### src/rtl/usr_pkg.sv
// Shared mode encodings and widths for universal_shift_reg.
package usr_pkg;

  localparam int unsigned MODE_W = 3;

  typedef enum logic [MODE_W-1:0] {
    MODE_HOLD = 3'b000,
    MODE_LOAD = 3'b001,
    MODE_SHR  = 3'b010,
    MODE_SHL  = 3'b011,
    MODE_ROR  = 3'b100,
    MODE_ROL  = 3'b101,
    MODE_CLR  = 3'b110
  } mode_e;

endpackage

### src/rtl/dff_cell.sv
// One-bit rising-edge flip-flop with async active-low reset to RST_VAL and complement output.
module dff_cell #(
  parameter logic RST_VAL = 1'b0
) (
  input  logic clk,
  input  logic rst_n,
  input  logic d,
  output logic q,
  output logic qn
);

  always_ff @(posedge clk or negedge rst_n) begin
    if (!rst_n) q <= RST_VAL;
    else        q <= d;
  end

  assign qn = ~q;

endmodule

### src/rtl/universal_shift_reg.sv
// Universal shift register: hold/load/shift/rotate/clear per clock, true and complement outputs.
// Rotate modes are built only when USR_ROTATE_EN is defined; otherwise 100/101 hold.
module universal_shift_reg
  import usr_pkg::*;
#(
  parameter int             WIDTH     = 8,
  parameter logic [WIDTH-1:0] RESET_VAL = '0
) (
  input  logic              CLK,
  input  logic              RSTn,
  input  logic              EN,
  input  logic [MODE_W-1:0] MODE,
  input  logic [WIDTH-1:0]  D,
  input  logic              SI_MSB,
  input  logic              SI_LSB,
  output logic [WIDTH-1:0]  Q,
  output logic [WIDTH-1:0]  Qn,
  output logic              SO_MSB,
  output logic              SO_LSB
);

  for (genvar i = 0; i < WIDTH; i++) begin : g_bit
    // Neighbour indices wrap at the ends; with WIDTH=1 both point at bit 0, so rotate holds.
    localparam int UP = (i == WIDTH - 1) ? 0 : i + 1;
    localparam int DN = (i == 0) ? WIDTH - 1 : i - 1;

    logic shr_src;
    logic shl_src;
    logic nxt;

    assign shr_src = (i == WIDTH - 1) ? SI_MSB : Q[UP];
    assign shl_src = (i == 0) ? SI_LSB : Q[DN];

    always_comb begin
      nxt = Q[i];
      if (EN) begin
        case (MODE)
          MODE_HOLD: nxt = Q[i];
          MODE_LOAD: nxt = D[i];
          MODE_SHR:  nxt = shr_src;
          MODE_SHL:  nxt = shl_src;
`ifdef USR_ROTATE_EN
          MODE_ROR:  nxt = Q[UP];
          MODE_ROL:  nxt = Q[DN];
`else
          MODE_ROR,
          MODE_ROL:  nxt = Q[i];
`endif
          MODE_CLR:  nxt = 1'b0;
          3'b111:    nxt = Q[i];
          default:   nxt = 1'bx;
        endcase
      end
    end

    dff_cell #(
      .RST_VAL (RESET_VAL[i])
    ) u_cell (
      .clk   (CLK),
      .rst_n (RSTn),
      .d     (nxt),
      .q     (Q[i]),
      .qn    (Qn[i])
    );
  end

  assign SO_MSB = Q[WIDTH-1];
  assign SO_LSB = Q[0];

endmodule

### config.mk
export PLATFORM = sky130hd
export DESIGN_NAME = universal_shift_reg
export DESIGN_NICKNAME = d
export VERILOG_FILES = /design/src/rtl/usr_pkg.sv /design/src/rtl/dff_cell.sv /design/src/rtl/universal_shift_reg.sv
export SDC_FILE = /design/constraint.sdc
export NUM_CORES = 1
export LEC_CHECK = 0
export CAP_MARGIN = 10
export CORE_UTILIZATION = 38
export DETAILED_ROUTE_END_ITERATION = 10
export PLACE_DENSITY = 0.74
export SYNTH_ARGS = -nofsm -noshare
export SYNTH_HDL_FRONTEND = slang
export SYNTH_HIERARCHICAL = 1
export SYNTH_SLANG_ARGS = --single-unit
### constraint.sdc
create_clock -name CLK -period 1.6 [get_ports CLK]
set_clock_uncertainty 0.2 [all_clocks]
set_input_delay 0.32 -clock CLK [delete_from_list [all_inputs] [get_ports CLK]]
set_output_delay 0.32 -clock CLK [all_outputs]
set_load 0.005 [all_outputs]
==> metrics <==
die height=43.0 um; Arr. time, crit path=1.05 ns; Biggest register=g_bit.u_cell/q; CP Capture Type=output port; Net Sw Power=0.280 mW; Area Growth Syn to Fin=67.3%; Period minus WS final=1.57 ns; CTS max path bufs=2; footprint of the multi-input gates=317 um^2; CP Cell Sequence=buf_4 -> dlygate4sd2_1; commonest non-fill, non-tap cell in the layout=dlygate4sd2_1; placed cells=114; startpoint types=register; vias in the first global route=665; Overall Global Routing Usage=20.1%; Rows=14; P per Cell Area=841 nW/um^2; Setup Slack @ Placement=-0.278 ns; Seq. cell area=200 um^2; # port buffers=33; # setup viols final=0; WHS=0.163 ns; Syn Inst Count=71; final worst path period share=98.1%; Core ar.=1540 um^2; initial antenna violation count=0; nets@finish=132; total CTS buffers=3; first-pass GRT wire length=2.84 mm; Sw Ratio=31.1%; fmax=637 MHz; post-route ant nets=0; Placer Congestion=0.782; Worst Setup Slack, final=0.0299 ns; WP data required=1.08 ns; CP max-delay cell=dfrtp_1; global route overflow=0; Core Util, Final=69.4%; DP Wirelength=1.07 mm; Leak=0.519 nW; Clock transition at path regs=0.07 ns; fraction of layout cells with a size suffix above 1=28.9%; #FFs+latches synth=8; status=complete, no violations; via count=682; Via density=5.25; wire per inst=13.6 um; final WL=1.77 mm; max incr delay on CP=0.38 ns; Initial Util=41.5%; synthesized net count=87; Comb power frac=52.1%; Reg power frac=29.5%; worst hold-check path type=input pin to async pin; Netlist cell types=14; clk sinks=8; commonest non-fill, non-tap cells in the layout=dlygate4sd2_1, buf_4, o22ai_1; fillers=128; peak supply drop=0.000561 V; CTS root buffer=clkbuf_4; part of the Yosys area used for sequential elements=31.3%; Ant. Diodes=0; warnings from Yosys=6; DR iter-0 viols=17; Int Power=0.620 mW; Final Hold Fails=0; IO Count=34; worst slew pin tran=0.421 ns; Die Wd=43.0 um; Setup CP Type=register to output port; Clk Latency, worst-skew pair=0.25 ns; DRC=0; Clock Power Share=18.4%; Mapped Avg Cell Area=9.01 um^2; CTS tree=built; Largest regs=g_bit.u_cell/q (8); H-tree levels=1; Max-slew headroom=71.9%; Pre-Repair DR Iteration Count=4; fin. max-slew vios=0; largest net degree at the start of global routing=18; Max-Cap Viols=0; Power Total=0.900 mW; mapped cell area=639 um^2; DIE AREA=1850 um^2; final non-filler cell total=130; max FFs per register=8; CP Max Fanout=5
## power groups by stage
stage               clock, mW  sequential [mW]  combinational (mW)
global placement            0            0.295               0.399
CTS                     0.165            0.263               0.448
detailed placement          0            0.295               0.403
finish                  0.165            0.265               0.469
floorplan                   0            0.287               0.214
global route            0.177            0.272               0.509
## timing repair
action	CTS	global route
setup endpoints to repair	18	11
hold endpoints to repair	0	0
gates cloned	0	1
pin swaps	0	0
resized for setup	18	3
setup buffers	11	1
hold buffers	0	0
## cell families (layout without fill, tap and decap cells)
kind of cell | Yosys count | after routing | share of synthesized area [%]
flip-flops | 8 | 8 | 31.3
AO/OA/AOI/OAI | 24 | 24 | 22.9
AND/OR/NAND/NOR | 11 | 11 | 11.5
buffers and inverters | 20 | 63 | 19.6
multiplexers | 8 | 8 | 14.7
## final timing paths
| check | end | cells past startpoint | slack [ns] | start |
|---|---|---|---|---|
| setup / recovery | SO_MSB | 2 | 0.03 | g_bit[7].u_cell/q |
| min in group CLK | g_bit[7].u_cell/q | 3 | 0.51 | g_bit[7].u_cell/q |
| setup reg to reg | g_bit[6].u_cell/q | 5 | 0.16 | g_bit[5].u_cell/q |
| hold / removal | g_bit[7].u_cell/q | 1 | 0.16 | RSTn |
| hold reg to reg | g_bit[7].u_cell/q | 3 | 0.51 | g_bit[7].u_cell/q |
| max in group asynchronous | g_bit[3].u_cell/q | 1 | 0.74 | RSTn |
## layout make-up
| class | count | share of cell area [%] |
|---|---|---|
| Tap cell | 16 | 1.87 |
| Sequential cell | 8 | 18.7 |
| Multi-Input combinational cell | 43 | 29.6 |
| Clock buffer | 3 | 2.11 |
| Inverter | 9 | 3.16 |
| Timing Repair Buffer | 51 | 44.6 |
## worst max-delay path, delay by kind of cell, from the launching register on
kind / cells / cell delay, ns
buffers and inverters: 2 / 0.41
DFF: 1 / 0.38
## synth_stat cells, drive strengths merged
cell type  instances  share of area, %
clkbuf             1              0.78
nand2              1              0.98
mux2               8                15
nor2b              9               8.8
inv                9               5.3
nand3b             1               1.8
o22ai             16                17
a21oi              8               6.3
buf               10                14
dfrtp              8                31
## layer usage
metal,routed length [um],track usage (%)
met1,745,24.9
met2,907,34.8
met3,88,2.55
met4,28,8.48
met5,0,0
## through the flow
stage	cell area, um^2	TNS (ns)
6_report	1070	0
2_1_floorplan	639	0
3_3_place_gp	948	-1.72
4_1_cts	1030	0
5_1_grt	1070	-0.00551
3_5_place_dp	948	-1.99
Note: power is estimated with default switching activity, not from simulation.
